**src/rtl/uart_tx_arbiter.sv**
```systemverilog
// uart_tx_arbiter
//   Transmit-side controller for the node-to-node UART link. Four local
//   requesters share one serial TX line. The winner's destination and payload
//   are packed as {NODE_ID, dest, data} and sent as an 8N1 frame, LSB first.
//   A packet addressed to this node is not transmitted; it is reported with a
//   one-cycle loop_valid pulse instead.
//
//   Build option: define UART_ARB_RR_EN for round-robin arbitration. Without
//   it, arbitration is fixed priority with requester 0 highest.
//
// Parameters
//   CLKS_PER_BIT  clk cycles per UART bit (2..65535)
//   NODE_ID       this node's identifier, packet bits [7:6]
// Ports
//   clk           clock, rising edge
//   reset         synchronous active-high reset
//   req[3:0]      request level per requester, held until its grant pulses
//   req_dest[7:0] destination, requester i at [2i+1:2i]
//   req_data[15:0] payload, requester i at [4i+3:4i]
//   grant[3:0]    one-hot one-cycle pulse, request latched
//   tx            serial line, idles high
//   busy          high while a frame is in progress
//   last_packet   most recently latched packet
//   loop_valid    one-cycle pulse for a self-addressed packet
//
// state | meaning
// ------+-------------------------------------------
// IDLE  | line high, arbitrating when no grant is pulsing
// START | start bit (tx low) for CLKS_PER_BIT cycles
// DATA  | 8 data bits from shiftReg[0], LSB first
// STOP  | stop bit (tx high) for CLKS_PER_BIT cycles

module uart_tx_arbiter #(
   parameter int         CLKS_PER_BIT = 5208,
   parameter logic [1:0] NODE_ID      = 2'b00
) (
   input  logic        clk,
   input  logic        reset,
   input  logic [3:0]  req,
   input  logic [7:0]  req_dest,
   input  logic [15:0] req_data,
   output logic [3:0]  grant,
   output logic        tx,
   output logic        busy,
   output logic [7:0]  last_packet,
   output logic        loop_valid
);

   typedef enum logic [1:0] {IDLE, START, DATA, STOP} state_t;

   localparam logic [15:0] TIMER_LAST = 16'(CLKS_PER_BIT - 1);

   state_t      state, stateNext;
   logic [15:0] timer, timerNext;
   logic [2:0]  bitIdx, bitIdxNext;
   logic [7:0]  shiftReg, shiftNext;
   logic [7:0]  lastNext;
   logic [3:0]  grantNext;
   logic        loopNext;

   logic        winValid;
   logic [1:0]  winIdx;
   logic [1:0]  destSel;
   logic [3:0]  dataSel;
   logic        timerAtEnd;

`ifdef UART_ARB_RR_EN
   logic [1:0] rrPtr, rrPtrNext;
   logic [1:0] cand;

   // Walk from the lowest-priority slot to the highest so the candidate
   // closest after rrPtr is the last one assigned and therefore wins.
   always_comb begin
      winValid = 1'b0;
      winIdx   = rrPtr;
      cand     = rrPtr;
      for (int i = 4; i >= 1; i--) begin
         cand = rrPtr + 2'(i);
         if (req[cand]) begin
            winValid = 1'b1;
            winIdx   = cand;
         end
      end
   end
`else
   always_comb begin
      winValid = 1'b0;
      winIdx   = 2'd0;
      for (int i = 3; i >= 0; i--) begin
         if (req[i]) begin
            winValid = 1'b1;
            winIdx   = 2'(i);
         end
      end
   end
`endif

   assign destSel    = req_dest[{winIdx, 1'b0} +: 2];
   assign dataSel    = req_data[{winIdx, 2'b00} +: 4];
   assign timerAtEnd = (timer == TIMER_LAST);

   always_comb begin
      stateNext  = state;
      timerNext  = timer;
      bitIdxNext = bitIdx;
      shiftNext  = shiftReg;
      lastNext   = last_packet;
      grantNext  = 4'b0000;
      loopNext   = 1'b0;
`ifdef UART_ARB_RR_EN
      rrPtrNext  = rrPtr;
`endif
      tx         = 1'b1;
      busy       = (state != IDLE);

      case (state)
         IDLE: begin
            timerNext  = 16'd0;
            bitIdxNext = 3'd0;
            // While a grant is pulsing the requester has not yet had a chance
            // to drop req, so that cycle must not arbitrate again.
            if (winValid && (grant == 4'b0000)) begin
               grantNext = 4'b0001 << winIdx;
               lastNext  = {NODE_ID, destSel, dataSel};
               shiftNext = {NODE_ID, destSel, dataSel};
`ifdef UART_ARB_RR_EN
               rrPtrNext = winIdx;
`endif
               if (destSel == NODE_ID)
                  loopNext = 1'b1;
               else
                  stateNext = START;
            end
         end
         START: begin
            tx        = 1'b0;
            timerNext = timerAtEnd ? 16'd0 : timer + 16'd1;
            if (timerAtEnd)
               stateNext = DATA;
         end
         DATA: begin
            tx        = shiftReg[0];
            timerNext = timerAtEnd ? 16'd0 : timer + 16'd1;
            if (timerAtEnd) begin
               shiftNext  = shiftReg >> 1;
               bitIdxNext = bitIdx + 3'd1;
               if (bitIdx == 3'd7)
                  stateNext = STOP;
            end
         end
         STOP: begin
            timerNext = timerAtEnd ? 16'd0 : timer + 16'd1;
            if (timerAtEnd)
               stateNext = IDLE;
         end
         default: stateNext = IDLE;
      endcase
   end

   always_ff @(posedge clk) begin
      if (reset) begin
         state       <= IDLE;
         timer       <= 16'd0;
         bitIdx      <= 3'd0;
         shiftReg    <= 8'h00;
         last_packet <= 8'h00;
         grant       <= 4'b0000;
         loop_valid  <= 1'b0;
`ifdef UART_ARB_RR_EN
         rrPtr       <= 2'd3;
`endif
      end else begin
         state       <= stateNext;
         timer       <= timerNext;
         bitIdx      <= bitIdxNext;
         shiftReg    <= shiftNext;
         last_packet <= lastNext;
         grant       <= grantNext;
         loop_valid  <= loopNext;
`ifdef UART_ARB_RR_EN
         rrPtr       <= rrPtrNext;
`endif
      end
   end

endmodule

```
**config.mk**
```make
export PLATFORM = sky130hd
export DESIGN_NAME = uart_tx_arbiter
export DESIGN_NICKNAME = d
export VERILOG_FILES = /design/src/rtl/uart_tx_arbiter.sv
export SDC_FILE = /design/constraint.sdc
export NUM_CORES = 1
export LEC_CHECK = 0
export ABC_CLOCK_PERIOD_IN_PS = 3000
export BUFFER_PORTS_ARGS = -buffer_cell sky130_fd_sc_hd__buf_2
export CAP_MARGIN = 20
export CORE_ASPECT_RATIO = 0.8
export CORE_MARGIN = 5
export CORE_UTILIZATION = 38
export CTS_CLUSTER_DIAMETER = 120
export DETAILED_ROUTE_END_ITERATION = 8
export HOLD_SLACK_MARGIN = 0.15
export PLACE_DENSITY = 0.59
export SYNTH_ARGS = -nofsm -noshare
export SYNTH_HDL_FRONTEND = slang
export SYNTH_SLANG_ARGS = --single-unit
export TNS_END_PERCENT = 50
```
**constraint.sdc**
```tcl
create_clock -name clk -period 3 [get_ports clk]
set_clock_uncertainty 0.2 [all_clocks]
set_input_delay 0.9 -clock clk [delete_from_list [all_inputs] [get_ports clk]]
set_output_delay 0.9 -clock clk [all_outputs]
set_load 0.01 [all_outputs]
```
==> results of run 1 <==
==> flip-flops by register name, indices dropped and copies added, names as in the netlist <==
name         cells
bitIdx           3
grant            4
last_packet      6
loop_valid       1
shiftReg         6
state            2
timer           16
==> worst max-delay path, delay by kind of cell (launching register included) <==
family	cells	cell delay [ns]
multiplexers	1	0.20
buffers and inverters	3	0.35
adder cells (fa/ha/maj)	1	0.21
flip-flops	1	0.39
==> cell type report <==
cell class                      count  area [um2]  area share (%)
Sequential cell                    38         761            33.3
Clock inverter                      1        30.0            1.32
Clock buffer                        7        76.3            3.34
Multi-Input combinational cell    164        1080            47.1
Inverter                           10        37.5            1.64
Timing Repair Buffer               44         225            9.86
Tap cell                           62        77.6            3.40
==> metal layers <==
| metal | GRT usage [%] | routed length (um) |
|---|---|---|
| met5 | 0 | 0 |
| met4 | 5.03 | 44 |
| met3 | 3.58 | 138 |
| met2 | 19.8 | 1870 |
| met1 | 19.9 | 2290 |
==> layout by cell type, fill, tap and decap left out, types with 5 or more instances in the layout <==
cell type  instances
buf_2             42
dfxtp_1           38
nor2_1            29
nand2_1           19
a21oi_1           11
inv_1             10
xnor2_1            9
nor3_1             8
nand3_1            7
ha_1               7
or3_1              6
xor2_1             5
clkbuf_8           5
==> path summary, 6_finish.rpt <==
check                                     from        endpoint  slack [ns]  cells after the start
worst max-delay path                  state[0]              tx        0.46                      5
worst min-delay path            last_packet[1]  last_packet[1]        0.26                      2
worst max register to register        timer[0]     shiftReg[0]        0.78                      6
worst min register to register  last_packet[1]  last_packet[1]        0.26                      2
==> through the flow <==
| stage | cell area, um2 | hold slack (ns) | cells |
|---|---|---|---|
| floorplan | 1940 | 0.229 | 222 |
| global placement | 2180 | 0.247 | 318 |
| detailed placement | 2180 | 0.251 | 318 |
| CTS | 2280 | 0.265 | 326 |
| global route | 2280 | 0.284 | 326 |
| finish | 2280 | 0.261 | 326 |
==> power by group <==
part / internal, mW / total [mW] / switching, mW
Clock: 0.249 / 0.417 / 0.168
Combinational: 0.285 / 0.696 / 0.411
Sequential: 0.592 / 0.643 / 0.0511
Total: 1.13 / 1.76 / 0.630
==> logic make-up (layout without fill, tap and decap cells) <==
family	after synthesis	after routing
AO/OA/AOI/OAI	42	42
flip-flops	38	38
buffers and inverters	20	62
adder cells (fa/ha/maj)	7	7
AND/OR/NAND/NOR	94	94
other	1	2
XOR/XNOR	14	14
multiplexers	5	5
==> results.md, run 1 <==
- Worst-Margin Slew: 0.604 ns
- Sequential share of the synthesized area: between 30% and 40%
- CP startpoint kind: register
- Initial antenna violation count: 0
- Pwr Density: between 700 and 800 mW/mm2
- TNS Setup: 0 ns
- Final GP Congestion: 0.757
- Worst-Skew Late Latency: between 0.2 and 0.3 ns
- CTS tree: yes
- Core Util, Final: between 40% and 50%
- Nature of the critical path endpoint: output pin
- 1st-pass router iterations: 5
- Post-layout min period: roughly 2.5 ns
- Max Fanout on Critical Path: 4
- Final Max Slew Viols: 0
- Final hold vios: 0
- DP HPWL: 3410 um
- Synth area leader: dfxtp_1
- Drt drc: 0
- Clk buf depth: 2
- CTS Hold Bufs: 0
- Cell Area, Synth: ~0.0019 mm2
- PnR worst setup slack: about 0.46 ns
- Fin crit share: roughly 85%
- Main combinational cell family by area after synthesis: simple AND/OR/NAND/NOR gates
- Multiplexer area fraction after synthesis: approximately 2.8%
- Number of global-route vias before repair: about 1,500
- Dpl ws: 0.218 ns
- Crit path max-delay cell type: dfxtp_1
- Pleak: slightly above 0.9 nW
- GRT Residual Overflow: 0
- Adder-cell share of the synthesized area: ~4.5%
- CP Data Required Time: around 1.9 ns
- Synth Register Bits: 38
- CP Data Arrival Time: ~1.4 ns
- Peak supply drop: roughly 360 uV
- ANT cells: 0
- Compound-Gate Fraction of Synth Area: between 10% and 20%
- Final net count: 300
- All-Layer GR Usage: approximately 14%
- Die X: 89.7 um
- Initial Util: 38.8%
- Fillers: 507
- Max cap viols: 0
- # setup viols final: 0
- Ports: between 40 and 50
- Cell with the most instances after synthesis: dfxtp_1
- Die H: 73.8 um
- First-pass GRT wire length: ~7400 um
- Vias per Instance: about 5.1
- Row cnt: 23
- Top cells by area, synth: dfxtp_1 (39%), nor2_1 (5.6%), ha_1 (4.5%)
- Die area: 0.00662 mm2
- Routed WL: between 4000 and 5000 um
- PostCTS Resize Cnt: 0
- Unrepaired setup endpoints after global routing: no
- Clock transition at path regs: 0.07 ns
- Peak Freq: 393 MHz
- Post-Syn Instances: between 200 and 250
- Pin count of the biggest net entering global routing: 21
- P&R area growth vs syn: 18.1%
- Core Region: around 0.005 mm2
- Primary FF master, synth: dfxtp_1
- DR vias: 1,667
- Synth top cells by count: dfxtp_1 (38), nor2_1 (29), nand2_1 (19), a21oi_1 (11), inv_1 (10)
- Number of flops mapped to enable cells by yosys: 0
- Initial DRC count: 65
- Netlist cell types: 51
- Worst path cell trace: inv_1 > ha_1 > inv_1 > mux2i_1 > buf_2
- Class of the worst hold path: reg -> reg
- Share of the synthesized area in the top cell type: slightly below 40%
- PnR Total Power: ~1.8 mW
- Most frequent CP cell: inv_1
- Port bufs: 42
- Kind of critical path: reg -> out
- Synth Area in XOR/XNOR: ~6.3%
- Final ANT Viol Nets: 0
- Mapped Avg Cell Area: slightly below 9 um2
- Clk sinks: 38
- Total CTS buffers: 5
- WL per Instance: 13.3 um
- YS warnings: 0
- Fraction of layout cells with a size suffix above 1: 22.7%
- H-Tree Depth: 2
- Post-CTS Setup Bufs: 0
- Slowest cell delay on critical path: between 0.3 and 0.4 ns
- Root Buffer: clkbuf_8
- Status: completed
- Post-Synth Simple-Gate Area: 25.6%
- Post-synthesis async set-or-reset flop share: 0%
- Relative slew slack: 58.7%
No activity file was read; power rests on OpenSTA's default activity.
==> run 2, diff against run 1 <==
- ABC_CLOCK_PERIOD_IN_PS: 3000 -> 2500
- clock period: 3 -> 2.5 ns (I/O delays scaled with it)
==> run 2 against run 1 <==
- total power is 20% higher
- global-route usage up 0.85 points
- critical path depth stayed put
- flip-flop and latch count is the same
- worst setup slack worse by 0.30 ns
- cell area is 2.7% higher
- critical endpoint unchanged
==> results.md, run 2 (same netlist as run 1, synthesis figures left out) <==
- CP startpoint kind: register
- CP Data Required Time: 1.55 ns
- Class of the worst hold path: reg -> reg
- Fraction of layout cells with a size suffix above 1: between 20% and 30%
- Most frequent cells in the layout: buf_2 (42), dfxtp_1 (37), nor2_1 (29)
- Slowest cell delay on critical path: between 0.3 and 0.4 ns
- Status: completed
- Drt drc: 0
- CP top delay family: flip-flops
- Pleak: between 0.9 and 1 nW
- All-Layer GR Usage: between 10% and 20%
- Setup slack, reg-to-reg: 0.42 ns
- Ports: between 40 and 50
- Port bufs: 42
- Core Region: 0.00498 mm2
- Initial DRC count: between 100 and 150
- Clk sinks: 38
- Final Max Slew Viols: 0
- Final GP Congestion: 0.815
- Worst reg-to-reg path cell count: 6
- Worst-Margin Slew: approximately 0.49 ns
- Hold Path Origin: last_packet[1]
- Clk buf depth: 2
- Worst path cell trace: inv_1 > ha_1 > inv_1 > mux2i_1 > buf_2
- Fin crit share: 93.8%
- Biggest register: timer
- Routed WL: around 4400 um
- Max Fanout on Critical Path: 4
- First-pass GRT wire length: between 7000 and 8000 um
- Most frequent CP cell: inv_1
- DR vias: around 1,700
- WL per Instance: 13.0 um
- Final ANT Viol Nets: 0
- ANT cells: 0
- Most common cell after layout, fill and taps aside: buf_2
- Pin count of the biggest net entering global routing: 20
- 1st-pass router iterations: 4
- Vias per Instance: about 5
- CP Launch Point: state[0]
- Final hold vios: 0
- Critical R2R Launch: timer[0]
- Crit path max-delay cell type: dfxtp_2
- Post-CTS Setup Bufs: 0
- Pwr Density: 896 mW/mm2
- DP HPWL: roughly 3400 um
- Clock transition at path regs: ~0.07 ns
- H-Tree Depth: 2
- Kind of critical path: reg -> out
- Die H: between 70 and 80 um
- Final hold slack: around 0.26 ns
- Worst r2r dst: state[1]
- Initial antenna violation count: 0
- Fillers: about 500
- Final net count: 310
- Peak supply drop: approximately 450 uV
- CTS tree: yes
- Number of global-route vias before repair: about 1,700
- Die X: 89.7 um
- Peak Freq: between 400 and 500 MHz
- Row cnt: 23
- P&R area growth vs syn: 21.3%
- Max reg flops: 16
- Worst Setup EP: tx
- Crit. path cell count: 5
- Unrepaired setup endpoints after global routing: no
- Total CTS buffers: 5
- Worst Path Buf+Inv: 3
- Die area: ~0.0066 mm2
- TNS Setup: 0 ns
- Max cap viols: 0
- Relative slew slack: about two thirds
- # setup viols final: 0
- Worst-Skew Late Latency: 0.29 ns
- Initial Util: roughly two fifths
- GRT Residual Overflow: 0
- Largest regs: timer x16, last_packet x6, shiftReg x6
- CP Data Arrival Time: 1.40 ns
- Post-layout min period: approximately 2.3 ns
- Root Buffer: clkbuf_8
- Nature of the critical path endpoint: output pin
[run 2: worst min-delay path by stage]
stage                     endpoint  slack, ns  cells after the start
floorplan                 timer[0]       0.23                      1
global placement    last_packet[3]       0.25                      2
detailed placement  last_packet[1]       0.25                      2
CTS                 last_packet[1]       0.26                      2
global route        last_packet[3]       0.29                      2
finish              last_packet[1]       0.26                      2
[run 2: final cells by class]
type	count	area (um2)	share of cell area, %
clock buffers	7	86.3	3.68
repair buffers	54	300	12.8
inverters	10	37.5	1.60
flip-flops and latches	38	762	32.5
well taps	62	77.6	3.31
clock inverters	1	5.00	0.213
multi-input cells	164	1080	45.9
[run 2: worst reg2reg max path, delay by kind of cell, from the launching register on]
kind	cells	cell delay, ns
adders and majority gates	1	0.24
muxes	1	0.21
and+or+nand+nor	2	0.59
AOI/OAI and AO/OA	2	0.42
DFF	1	0.37
[run 2: what timing repair did]
item,CTS,global route
gates resized for setup,0,1
hold buffers,0,0
endpoints found under the setup margin,0,1
[run 2: where the power goes]
group	internal (mW)	leakage (nW)	total, mW	switching [mW]
Combinational	0.397	0.614	0.898	0.501
Clock	0.222	0.0482	0.429	0.207
Sequential	0.712	0.310	0.774	0.0619
Total	1.33	0.972	2.10	0.770
[run 2: through the flow]
step,cells,util (%),power [mW],instance area (um2),setup WS [ns]
after floorplan,222,-,1.42,1940,0.136
after global placement,328,45.2,1.69,2250,0.0249
after detailed placement,328,45.2,1.69,2250,0.0124
after CTS,336,47.1,2.13,2340,0.0703
after global routing,336,47.1,2.28,2340,0.0481
final,336,47.1,2.10,2340,0.154
[run 2: layer usage]
layer | GRT usage [%] | vias to the layer above | wire (um)
li1 | - | 887 | -
met1 | 20.5 | 760 | 2340
met2 | 21.5 | 23 | 1770
met3 | 3.48 | 8 | 162
met4 | 6.54 | 0 | 87
met5 | 0 | - | 0
==> run 3, diff against run 2 <==
- CORE_UTILIZATION: 38 -> 30
- PLACE_DENSITY: 0.59 -> 0.49
==> run 3 against run 2 <==
- first-iteration DRC count decreased by 28%
- worst hold slack got worse by 0.0074 ns
- worst setup slack got worse by 0.039 ns
- flip-flop and latch count unchanged
- via count increased by 1.5%
- register-to-register slack about the same
- global-route usage decreased by 2.5 points
- count of clock-buffer cells in the layout unchanged
- total power increased by 0.65%
- highest routed layer unchanged
- non-clock buffer count increased by 2
- clock power increased by 0.9%
- sequential power about the same
==> results.md, run 3 (same netlist as run 1, synthesis figures left out) <==
- P&R area growth vs syn: 23.4%
- Nature of the critical path endpoint: output pin
- Routed WL: 4600 um
- Post-CTS Setup Bufs: 0
- Fraction of layout cells with a size suffix above 1: a little over a quarter
- Unrepaired setup endpoints after global routing: no
- Pleak: ~0.98 nW
- Final GP Congestion: between 0.7 and 0.8
- GRT Residual Overflow: 0
- Port bufs: 42
- Most frequent cells in the layout: buf_2 (42), dfxtp_1 (38), nor2_1 (29)
- Status: completed
- Most common cell after layout, fill and taps aside: buf_2
- Clk buf depth: 2
- Biggest register: timer
- Post-layout min period: 2.38 ns
- Relative slew slack: 64.8%
- Die H: roughly 80 um
- Row cnt: 26
- CTS Hold Bufs: 0
- Drt drc: 0
- Max Fanout on Critical Path: 4
- PostCTS Resize Cnt: 0
- Ports: 45
- Fillers: between 600 and 700
- Clk sinks: 38
- 1st-pass router iterations: 4
- H-Tree Depth: 2
- Final net count: between 300 and 400
- Number of global-route vias before repair: between 1,500 and 2,000
- Pin count of the biggest net entering global routing: 20
- Kind of critical path: reg -> out
- ANT cells: 0
- Final hold vios: 0
- Core Util, Final: a little under two fifths
- CP Data Arrival Time: around 1.4 ns
- CTS tree: yes
- Die X: around 100 um
- CP startpoint kind: register
- Vias per Instance: between 4 and 5
- Pwr Density: roughly 900 mW/mm2
- Peak Freq: approximately 420 MHz
- Worst-Skew Late Latency: around 0.29 ns
- TNS Setup: 0 ns
- # setup viols final: 0
- Core Region: between 0.006 and 0.007 mm2
- First-pass GRT wire length: just under 8000 um
- Fin crit share: approximately 95%
- Final Max Slew Viols: 0
- Clock transition at path regs: around 0.070 ns
- WL per Instance: roughly 13 um
- Final ANT Viol Nets: 0
- Max reg flops: 16
- Final hold slack: ~0.25 ns
- Initial antenna violation count: 0
- Total CTS buffers: 5
- Die area: between 0.008 and 0.009 mm2
- Initial DRC count: 88
- DR vias: about 1,700
- Max cap viols: 0
- Class of the worst hold path: reg -> reg
- Worst-Margin Slew: 0.514 ns
- CP Data Required Time: approximately 1.6 ns
- Initial Util: about 31%
- All-Layer GR Usage: 12.2%
- Root Buffer: clkbuf_8
- Largest regs: timer x16, last_packet x6, shiftReg x6
- DP HPWL: ~3600 um
- PnR Total Power: 2.12 mW
- Peak supply drop: roughly 320 uV
-- run 3: path summary, 6_finish.rpt --
kind	startpoint	end	slack, ns	cells past startpoint
min reg2reg	last_packet[0]	last_packet[0]	0.25	2
max	state[0]	tx	0.12	5
max reg2reg	timer[7]	shiftReg[3]	0.41	6
min	last_packet[0]	last_packet[0]	0.25	2
-- run 3: critical path, cell delays in order, from the launching register on --
cell and delay, ns:
dfxtp_1 0.39, inv_1 0.08, ha_1 0.21, inv_1 0.12, mux2i_1 0.19, buf_2 0.16
-- run 3: layout make-up --
type | count | area [um2] | share of cell area (%)
Clock buffer | 7 | 86.3 | 3.62
Clock inverter | 1 | 5.00 | 0.210
Inverter | 10 | 37.5 | 1.57
Multi-Input combinational cell | 164 | 1080 | 45.1
Sequential cell | 38 | 761 | 31.9
Tap cell | 84 | 105 | 4.40
Timing Repair Buffer | 56 | 315 | 13.2
-- run 3: power by group --
group | switching (mW) | total, mW | internal [mW]
registers | 0.0622 | 0.773 | 0.711
logic | 0.512 | 0.909 | 0.397
clock network | 0.211 | 0.433 | 0.222
total | 0.785 | 2.12 | 1.33
-- run 3: routing by layer --
metal	share of wire, %	track usage, %
met5	0	0
met4	1.5	4.09
met3	3.4	2.89
met2	41	17.0
met1	54	18.2
-- run 3: stage by stage --
| stage | setup WS (ns) | std cells | area, um2 |
|---|---|---|---|
| after global routing | 0.0252 | 360 | 2390 |
| after CTS | 0.0904 | 360 | 2390 |
| after floorplan | 0.136 | 222 | 1940 |
| after global placement | 0.0613 | 352 | 2290 |
| final | 0.115 | 360 | 2390 |
| after detailed placement | 0.0292 | 352 | 2290 |
